==> src/rtl/ex_mem_stage.sv <==
// Execute stage: operand forwarding, ALU and the EX/MEM pipeline register.
// Define EX_MUL_EN to build in the iterative shift-add multiplier (op 111) and its busy stall.
module ex_mem_stage (
  input  logic        clk,
  input  logic        rst,
  input  logic        flush,
  input  logic [31:0] rg1,
  input  logic [31:0] rg2,
  input  logic [31:0] immVal,
  input  logic [4:0]  destReg,
  input  logic [4:0]  rdRg1,
  input  logic [4:0]  rdRg2,
  input  logic [2:0]  AluOperation,
  input  logic        AluSrc,
  input  logic        MemWr,
  input  logic        MemRd,
  input  logic        DataSrc,
  input  logic        WrReg,
  input  logic        zerocntrl,
  input  logic        memwbWrReg,
  input  logic [4:0]  memwbDest,
  input  logic [31:0] memwbData,
  output logic        busy,
  output logic [31:0] aluRes,
  output logic [31:0] wrData,
  output logic [4:0]  exmemDest,
  output logic        exmemMemWr,
  output logic        exmemMemRd,
  output logic        exmemDataSrc,
  output logic        exmemWrReg,
  output logic        exmemZero,
  output logic        exmemZerocntrl
);
  localparam logic [2:0] OP_MUL = 3'b111;

  logic [31:0] aluRes_q, aluRes_d, wrData_q, wrData_d;
  logic [4:0]  dest_q, dest_d;
  logic [4:0]  ctl_q, ctl_d;  // {MemWr, MemRd, DataSrc, WrReg, zerocntrl}
  logic        zero_q, zero_d;
  logic [31:0] opA, opB, aluB, aluOut;
  logic [4:0]  ctlIn;

  function automatic logic [31:0] alu(input logic [2:0] op, input logic [31:0] a,
                                      input logic [31:0] b);
    logic signed [31:0] sa;
    logic signed [31:0] sb;
    sa = a;
    sb = b;
    case (op)
      3'b000:  alu = a + b;
      3'b001:  alu = a - b;
      3'b010:  alu = a & b;
      3'b011:  alu = a | b;
      3'b100:  alu = {31'd0, (sa < sb)};
      3'b101:  alu = a ^ b;
      3'b110:  alu = ~(a | b);
      default: alu = 32'd0;
    endcase
  endfunction

  // Own EX/MEM result outranks MEM/WB; register 0 is never forwarded.
  assign ctlIn = {MemWr, MemRd, DataSrc, WrReg, zerocntrl};
  assign opA = (ctl_q[1] && dest_q != 5'd0 && dest_q == rdRg1) ? aluRes_q :
               (memwbWrReg && memwbDest != 5'd0 && memwbDest == rdRg1) ? memwbData : rg1;
  assign opB = (ctl_q[1] && dest_q != 5'd0 && dest_q == rdRg2) ? aluRes_q :
               (memwbWrReg && memwbDest != 5'd0 && memwbDest == rdRg2) ? memwbData : rg2;
  assign aluB   = AluSrc ? immVal : opB;
  assign aluOut = alu(AluOperation, opA, aluB);

`ifdef EX_MUL_EN
  typedef enum logic [1:0] {IDLE, MUL, DONE} state_t;
  state_t      state_q, state_d;
  logic [4:0]  cnt_q, cnt_d;
  logic [31:0] prod_q, prod_d, mcand_q, mcand_d, mplier_q, mplier_d;

  assign busy = !rst && !flush &&
                ((state_q == IDLE && AluOperation == OP_MUL) || state_q == MUL);

  always_comb begin
    state_d  = state_q;
    cnt_d    = cnt_q;
    prod_d   = prod_q;
    mcand_d  = mcand_q;
    mplier_d = mplier_q;
    aluRes_d = 32'd0;
    wrData_d = 32'd0;
    dest_d   = 5'd0;
    ctl_d    = 5'd0;
    zero_d   = 1'b0;
    case (state_q)
      IDLE: begin
        if (AluOperation == OP_MUL) begin
          mcand_d  = opA;
          mplier_d = opB;
          prod_d   = 32'd0;
          cnt_d    = 5'd0;
          state_d  = MUL;
        end else begin
          aluRes_d = aluOut;
          wrData_d = opB;
          dest_d   = destReg;
          ctl_d    = ctlIn;
          zero_d   = (aluOut == 32'd0);
        end
      end
      MUL: begin
        // Multiplier stays unshifted so it doubles as the captured store data.
        if (mplier_q[cnt_q]) prod_d = prod_q + (mcand_q << cnt_q);
        cnt_d = cnt_q + 5'd1;
        if (cnt_q == 5'd31) state_d = DONE;
      end
      DONE: begin
        aluRes_d = prod_q;
        wrData_d = mplier_q;
        dest_d   = destReg;
        ctl_d    = ctlIn;
        zero_d   = (prod_q == 32'd0);
        state_d  = IDLE;
      end
      default: state_d = IDLE;
    endcase
  end

  always_ff @(posedge clk) begin
    if (rst) begin
      state_q <= IDLE;
      cnt_q   <= 5'd0;
      prod_q  <= 32'd0;
    end else if (flush) begin
      state_q <= IDLE;
    end else begin
      state_q <= state_d;
      cnt_q   <= cnt_d;
      prod_q  <= prod_d;
    end
  end

  always_ff @(posedge clk) begin
    mcand_q  <= mcand_d;
    mplier_q <= mplier_d;
  end
`else
  assign busy = 1'b0;

  always_comb begin
    aluRes_d = aluOut;
    wrData_d = opB;
    dest_d   = destReg;
    ctl_d    = ctlIn;
    zero_d   = (aluOut == 32'd0);
  end
`endif

  // EX/MEM boundary: reset and flush both load a bubble.
  always_ff @(posedge clk) begin
    if (rst || flush) begin
      aluRes_q <= 32'd0;
      wrData_q <= 32'd0;
      dest_q   <= 5'd0;
      ctl_q    <= 5'd0;
      zero_q   <= 1'b0;
    end else begin
      aluRes_q <= aluRes_d;
      wrData_q <= wrData_d;
      dest_q   <= dest_d;
      ctl_q    <= ctl_d;
      zero_q   <= zero_d;
    end
  end

  assign aluRes         = aluRes_q;
  assign wrData         = wrData_q;
  assign exmemDest      = dest_q;
  assign exmemMemWr     = ctl_q[4];
  assign exmemMemRd     = ctl_q[3];
  assign exmemDataSrc   = ctl_q[2];
  assign exmemWrReg     = ctl_q[1];
  assign exmemZerocntrl = ctl_q[0];
  assign exmemZero      = zero_q;
endmodule
==> config.mk <==
export PLATFORM = sky130hd
export DESIGN_NAME = ex_mem_stage
export DESIGN_NICKNAME = d
export VERILOG_FILES = /design/src/rtl/ex_mem_stage.sv
export SDC_FILE = /design/constraint.sdc
export NUM_CORES = 1
export LEC_CHECK = 0
export BUFFER_PORTS_ARGS = -buffer_cell sky130_fd_sc_hd__buf_2
export CORE_MARGIN = 2
export CORE_UTILIZATION = 57
export CTS_BUF_LIST = sky130_fd_sc_hd__clkbuf_4 sky130_fd_sc_hd__clkbuf_8 sky130_fd_sc_hd__clkbuf_16
export DETAILED_ROUTE_END_ITERATION = 6
export GPL_TIMING_DRIVEN = 0
export PLACE_DENSITY = 0.94
export REMOVE_ABC_BUFFERS = 1
export SYNTH_ARGS = -nofsm -noshare
export SYNTH_HDL_FRONTEND = slang
export SYNTH_SLANG_ARGS = --single-unit
==> constraint.sdc <==
create_clock -name clk -period 7.5 [get_ports clk]
set_input_delay 0.75 -clock clk [delete_from_list [all_inputs] [get_ports clk]]
set_output_delay 0.75 -clock clk [all_outputs]
set_load 0.03 [all_outputs]
# Word-level counts from Yosys, hierarchy flattened
# Cells that the tools add are included.
[op_classes]
addsub = 2
magnitude_cmp = 1
n_eq_ne = 10
n_mux = 6
bitwise_logic = 4
n_reduce_logical = 11
[ops]
columns = ["cell", "n"]
rows = [
  ["32-bit one-hot mux with 7 select lines", 1],
  ["32-bit 2-to-1 mux", 5],
  ["32-bit adder", 1],
  ["32-bit bitwise AND", 1],
  ["32-bit zero test", 1],
  ["32-bit less-than comparator", 1],
  ["32-bit NOT", 1],
  ["32-bit bitwise OR", 1],
  ["32-bit subtractor", 1],
  ["32-bit XOR", 1],
  ["5-bit == test", 4],
  ["5-bit nonzero test", 2],
  ["3-bit == test (second input constant)", 3],
  ["3-bit by 2-bit == test with 1-bit output (second input constant)", 2],
  ["1-bit logical AND", 6],
  ["3-bit by 1-bit == test with 1-bit output (second input constant)", 1],
  ["3-bit zero test", 1],
  ["1-bit logical OR", 1],
]
[totals]
register_bits = 75
in_bits = 161
output_inout_bits = 76
elab_cells = 39

# Logic depth before layout (Yosys ltp)
# Gate-level depths: netlist (run 1).
[depth]
word_depth = 10
ltp_mapped = 22
mapped_depth_nobuf = 21

# Worst setup path before layout (run 1)
# OpenSTA, ideal clock, no wires.
[synth_timing]
path_kind = "input to register"
startpoint = "input port memwbDest[4]"
endpoint = "register zero_q (netlist: exmemZero)"
setup_ps = 61
arrival_ps = 5561
required_time_ps = 7439
setup_slack_ps = 1878
stages = 20
path_buffers = 1
cell_sequence = "xnor2_1 nand3_1 nor4_1 clkbuf_1 mux2i_1 a21oi_1 mux2i_1 inv_1 fa_1 nor2b_1 o2111ai_1 a211oi_2 o211ai_1 nand2b_1 mux2i_1 a211o_1 or4_1 nor4_1 and4_1 and4_1"
[synth_via]
elab_chain_len = 10
elab_cells_between_ends = 20
classes_between = "add/sub: 2; order compare: 1; eq/ne: 2; mux: 6; bitwise: 4; reduce/logical: 5"
[synth_rtl]
columns = ["item", "line_no", "source"]
rows = [
  ["from (decl)", "21", "input logic [4:0] memwbDest,"],
  ["branches (longest 8 deep; another with 32-bit subtractor)", "--", ""],
  ["32-bit one-hot mux with 7 select lines (*)", "49", "case (op)"],
  ["32-bit zero test (*)", "150", "zero_d = (aluOut == 32'd0);"],
  ["to (signal assigned)", "167", "zero_q <= zero_d;"],
  ["to (decl)", "39", "logic zero_q, zero_d;"],
]
# Every way passes the cells marked *.
# A chain may end at the register's enable or synchronous reset.

# Worst setup path in the final report (run 1)
# Ends and elaborated chain as after synthesis.

==> flow_summary.yaml, run 1 <==
status:
  status: "complete, no violations"
setup_path:
  slowest_delay_ns: 0.88
  cp.arrival_ns: 7.42
  crit_buf_inv: 4
  r2r_setup_slack_ns: 0.62
  r2r_start: "exmemDest[2]$_SDFF_PP0_"
  path_delay_family: "compound AO/OA/AOI/OAI gates"
  cp-start-kind: "primary input"
  slowest_stage: "nor4_2"
  r2r.worst_path.cells: 21
  path_class: "primary input to register"
  crit_chain: "buf_2 -> or4_1 -> o21ai_0 -> nor4_2 -> buf_4 -> buf_4 -> mux2i_1 -> a21oi_1 -> mux2i_1 -> inv_1 -> ha_1 -> a211o_1 -> a311oi_4 -> a211oi_1 -> o31ai_2 -> a21o_1 -> o211ai_1 -> a2111oi_0 -> nand4_1 -> nor4_1 -> and4_1 -> and4_1"
  r2r-end: "exmemZero$_SDFF_PP0_"
  worstPathRequired_ns: 7.80
  crit_fanout: 7
  cp-end-kind: "register"
floorplanning:
  die_w_um: 138
  core_sq_um: 17800
  die_h_um: 138
  die-area_sq_um: 19100
  rows: 49
  io-pin-count: 237
  initial_core_util_pct: 57.6
final_layout:
  final_common_cell: "buf_2"
  multi_input_area_sq_um: 8040
  nFillCells: 1468
  final_nets: 1845
  stdcell_count: 1812
  final_cell_mix: "235 x buf_2, 129 x nor2_1, 126 x a21oi_1"
  synthToLayoutAreaGrowth_pct: 16.5
  drive_above_1_share_pct: 20.8
  regArea_sq_um: 1500
timing:
  drv_slew: 0
  timing.final.crit_share_pct: 94.9
  worst_pin_slew_ns: 1.21
  setup_violations: 0
  fmax_mhz: 141
  period_needed_ns: 7.12
  finalHoldViolCount: 0
  rsz0062_at_grt: "no"
  fin_skew_ns: 0.0103
  slew_headroom_pct: 19.5
route:
  firstDrtPassIters: 7
  drc: 0
  vias: 11800
  drtIter0Drc: 1657
  wl_per_cell_um: 21.1
  wl_mm: 38.3
  via_per_inst: 6.52
  ant_nets: 0
logic_synthesis:
  synth_cell_types: 96
  ys_warn_count: 0
  synth-edff-count: 0
  synth_top_cell_area_share_pct: 14.6
  avgSynthCellArea_sq_um: 7.31
  synth.area.top_cells: "dfxtp_1 15%, ha_1 13%, mux2i_1 9.8%, a21oi_1 6.1%, nor2_1 4.8%"
  ys_ff_latch: 75
  synthFlopType: "dfxtp_1"
  yosysTopAreaCell: "dfxtp_1"
  synthArstFlopShare_pct: 0
  seq_area_frac_synth_pct: 14.6
  synth_area_sq_um: 10300
  syn_inst: 1406
placement:
  gp_congestion: 1.09
  dpl.hpwl_mm: 28.6
  dp.cells: 1795
  numPortBuffers: 235
power:
  powerDensity_nw_per_um2: 157
  ir_worst_vdd_mv: 0.118
  power.total_w: 0.00187
  leakage_nw: 5.49
cts:
  cts_max_path_buffers: 2
  cts_hold_buffers: 0
  clock_latency_ns: 0.36
  ctsResizeCount: 0
  cts_setup_buffers: 0
  ctsHtreeMaxLevel: 3
  cts_root_buffer: "clkbuf_16"
  numClockSinks: 75
  cts_buffers: 9
  cts_tree: "yes"
  clkTransAtPathRegs_ns: 0.07
grt:
  grt_first_pass_wirelength_mm: 59.3
  grt_max_degree: 63
  grt-ovfl-total: 0
  grt_pass1_vias: 11200
  grt.total_usage_pct: 38.2
  antenna_found_initial: 1
flow_run:
  max-cap-violations: 0
worst_hold_path:
  holdPathStages: 2
  hp-start: "DataSrc"
  hp-class: "primary input to register"
  min_to: "ctl_q[2]$_SDFF_PP0_"
## metrics by stage
step	cell area [sq um]	setup WS, ns	TNS (ns)	util (%)	hold slack (ns)
2_1_floorplan	9880	-1.94	-31.96	-	0.747
5_1_grt	12000	0.287	0	67.1	0.593
6_report	12000	0.383	0	67.1	0.589
3_5_place_dp	11600	0.145	0	65.0	0.632
3_3_place_gp	11300	-6.20	-200.11	63.6	0.617
4_1_cts	12000	0.480	0	67.0	0.590
## cell families (layout without fill, tap and decap cells)
| group | Yosys count | in the layout | synth area share [%] |
|---|---|---|---|
| other | 1 | 2 | 0.0365 |
| XOR/XNOR | 27 | 27 | 2.30 |
| AO/OA/AOI/OAI | 434 | 434 | 29.1 |
| flip-flops | 75 | 75 | 14.6 |
| buffers and inverters | 198 | 374 | 7.58 |
| adder cells (fa/ha/maj) | 107 | 107 | 13.2 |
| multiplexers | 111 | 111 | 11.0 |
| AND/OR/NAND/NOR | 453 | 453 | 22.1 |
## where the power goes
| group | switching [W] | internal [W] | total [W] |
|---|---|---|---|
| Clock | 0.000197 | 0.000335 | 0.000532 |
| Sequential | 0.0000134 | 0.000421 | 0.000434 |
| Combinational | 0.000583 | 0.000324 | 0.000907 |
## cell usage after synthesis, types with 8 or more instances
| cell | instances |
|---|---|
| o31ai_1 | 14 |
| a211oi_1 | 17 |
| a22oi_1 | 10 |
| inv_1 | 100 |
| buf_2 | 10 |
| or3_1 | 16 |
| xnor2_1 | 17 |
| nor4_1 | 14 |
| a211o_1 | 8 |
| a21o_1 | 17 |
| a21oi_1 | 126 |
| and2_1 | 53 |
| o21a_1 | 28 |
| a31oi_1 | 13 |
| a221oi_1 | 10 |
| nand2b_1 | 13 |
| o211ai_1 | 16 |
| nor2b_1 | 19 |
| mux2i_1 | 101 |
| nand2_1 | 103 |
| nor2_1 | 132 |
| o221ai_1 | 16 |
| o21ai_0 | 70 |
| nand4_1 | 9 |
| ha_1 | 105 |
| nand3_1 | 28 |
| dfxtp_1 | 75 |
| mux2_2 | 9 |
| o22ai_1 | 11 |
| clkbuf_1 | 78 |
| nor3_1 | 25 |
| xor2_1 | 10 |
## sequential cells by signal, summed over array words and instances, names as in the netlist
| signal | count |
|---|---|
| exmemDest | 5 |
| exmemZero | 1 |
| ctl_q | 5 |
| aluRes | 32 |
| wrData | 32 |
## cell type report
class,instances,share of cell area [%]
Clock buffer,10,2.00
Sequential cell,75,12.5
Inverter,102,3.20
Tap cell,229,2.39
Clock inverter,6,0.941
Multi-Input combinational cell,1133,67.2
Timing Repair Buffer,256,11.7
Antenna cell,1,0.0209
## layer usage
layer,GRT usage (%),wire (um),share of wire (%),vias to the layer above
li1,-,-,-,5406
met1,51.1,15500,41,5529
met2,61.4,17000,45,760
met3,7.86,4550,12,114
met4,13.3,1170,3.1,0
met5,0,0,0,-
## worst reg2reg max path, cell delays in order, from the launching register on
cell and delay, ns:
dfxtp_1 0.43, or4_1 0.15, o21ai_0 0.15, nor4_1 0.38, nand3_2 0.56, buf_12 0.41, nor2_1 0.14, a21oi_1 0.07
mux2i_1 0.41, inv_1 0.17, ha_1 0.27, a211o_1 0.28, a311oi_4 0.55, a211oi_1 0.25, o31ai_2 0.37, a21o_1 0.16
o211ai_1 0.26, a2111oi_0 0.70, nand4_1 0.26, nor4_1 0.44, and4_1 0.25, and4_1 0.18
## worst max-delay path by stage
stage / from / endpoint / cells after the start
finish: memwbDest[4] / exmemZero$_SDFF_PP0_ / 22
global route: memwbDest[2] / exmemZero$_SDFF_PP0_ / 22
CTS: memwbDest[4] / exmemZero$_SDFF_PP0_ / 21
detailed placement: memwbDest[4] / exmemZero$_SDFF_PP0_ / 21
global placement: rdRg1[3] / exmemZero$_SDFF_PP0_ / 17
floorplan: rdRg1[4] / exmemZero$_SDFF_PP0_ / 16
Note: power is estimated with default switching activity, not from simulation.
==> inputs of run 2 (changes only) <==
PLACE_DENSITY = 0.91   (was 0.94)
clock period = 7.31 ns   (was 7.5 ns; I/O delays follow)
==> flow_summary.yaml, run 2 (synthesized netlist as in run 1, its figures left out) <==
worst_hold_path:
  hp-start: "DataSrc"
  min_to: "ctl_q[2]$_SDFF_PP0_"
  holdPathStages: 2
  hp-class: "primary input to register"
setup_path:
  r2r.worst_path.cells: 21
  r2r_start: "exmemDest[1]$_SDFF_PP0_"
  path_class: "primary input to register"
  worstPathRequired_ns: 7.61
  r2r-end: "exmemZero$_SDFF_PP0_"
  cp-start-kind: "primary input"
  cp-end-kind: "register"
  crit_fanout: 17
  cp.arrival_ns: 7.15
  r2r_setup_slack_ns: 0.53
placement:
  numPortBuffers: 235
  gp_congestion: 1.00
  pre_cts_slack_ns: -0.0765
  dpl.hpwl_mm: 28.5
  dp.cells: 1795
cts:
  cts_buffers: 9
  cts_setup_buffers: 0
  clkTransAtPathRegs_ns: 0.07
  cts_root_buffer: "clkbuf_16"
  clock_latency_ns: 0.36
  cts_max_path_buffers: 2
  ctsHtreeMaxLevel: 3
  cts_tree: "yes"
  ctsResizeCount: 0
  cts_hold_buffers: 0
  numClockSinks: 75
route:
  firstDrtPassIters: 6
  vias: 11700
  ant_nets: 0
  via_per_inst: 6.45
  wl_per_cell_um: 21.0
  drc: 0
  wl_mm: 38.0
  drtIter0Drc: 1254
grt:
  antenna_found_initial: 1
  grt_pass1_vias: 10900
  grt-ovfl-total: 0
  grt_max_degree: 63
  grt.total_usage_pct: 38.1
  grt_first_pass_wirelength_mm: 59.1
final_layout:
  stdcell_count: 1811
  synthToLayoutAreaGrowth_pct: 16.7
  final_cell_mix: "235 x buf_2, 129 x nor2_1, 126 x a21oi_1"
  num_antenna_cells: 0
  drive_above_1_share_pct: 20.9
  final_common_cell: "buf_2"
  final_nets: 1845
power:
  powerDensity_nw_per_um2: 159
  ir_worst_vdd_mv: 0.118
  leakage_nw: 5.50
floorplanning:
  rows: 49
  io-pin-count: 237
  die_h_um: 138
  core_sq_um: 17800
  die-area_sq_um: 19100
  initial_core_util_pct: 57.6
  die_w_um: 138
timing:
  timing.final.crit_share_pct: 93.7
  setup_violations: 0
  drv_slew: 0
  finalHoldViolCount: 0
  setup_slack_ns: 0.461
  worst_pin_slew_ns: 1.22
  slew_headroom_pct: 18.6
  period_needed_ns: 6.85
  fin_skew_ns: 0.0119
  fmax_mhz: 146
  rsz0062_at_grt: "no"
flow_run:
  max-cap-violations: 0
status:
  status: "complete, no violations"
==> run 2: worst max-delay path, stage by stage <==
cell and delay (ns):
buf_2 0.12, or4_1 0.53, o21ai_1 0.38, nor4_4 0.15, buf_4 0.22, buf_4 0.18, buf_4 0.18, mux2i_1 0.16
a21oi_1 0.09, mux2_2 0.31, ha_1 0.65, and2_0 0.42, nand3_1 0.15, a211oi_1 0.33, o31ai_2 0.15, a31oi_1 0.18
o211ai_1 0.27, a2111oi_1 0.72, nand4_1 0.24, nor4_1 0.54, and4_1 0.25, and4_1 0.17
==> run 2: metrics by stage <==
step | cell area, sq um | setup TNS (ns) | power, W | util (%) | hold slack (ns)
floorplan | 9880 | -37.60 | 0.00106 | - | 0.747
global placement | 11300 | -212.21 | 0.00132 | 63.6 | 0.618
detailed placement | 11600 | -0.0765 | 0.00134 | 65.1 | 0.624
CTS | 12000 | 0 | 0.00187 | 67.0 | 0.572
global route | 12000 | 0 | 0.00198 | 67.2 | 0.583
finish | 12000 | 0 | 0.00190 | 67.2 | 0.573
==> run 2: how the worst max path moves through the flow <==
stage / startpoint / to / slack, ns / depth (start not counted)
finish: memwbDest[3] / exmemZero$_SDFF_PP0_ / 0.46 / 22
global route: memwbDest[4] / exmemZero$_SDFF_PP0_ / 0.20 / 21
CTS: memwbDest[4] / exmemZero$_SDFF_PP0_ / 0.27 / 22
detailed placement: memwbDest[4] / exmemZero$_SDFF_PP0_ / -0.08 / 22
global placement: rdRg1[0] / exmemZero$_SDFF_PP0_ / -6.79 / 17
floorplan: rdRg1[4] / exmemZero$_SDFF_PP0_ / -2.11 / 16
==> run 2: routing by layer <==
metal | wire length, um | GRT usage (%)
met1 | 15900 | 51.6
met5 | 0 | 0
met2 | 16700 | 59.3
met4 | 1250 | 14.2
met3 | 4110 | 8.66
==> run 2: cell type report <==
type / count / area [sq um]
timing repair buffer: 256 / 1410
tap: 229 / 287
fill: 1571 / 5850
clock inverter: 5 / 82.6
clock buffer: 11 / 253
inverter: 102 / 383
sequential: 75 / 1500
multi-input combinational: 1133 / 8070
==> run 2: report_power, final <==
| part | internal (W) | switching, W |
|---|---|---|
| clock | 0.000320 | 0.000205 |
| combinational | 0.000334 | 0.000598 |
| sequential | 0.000432 | 0.0000137 |
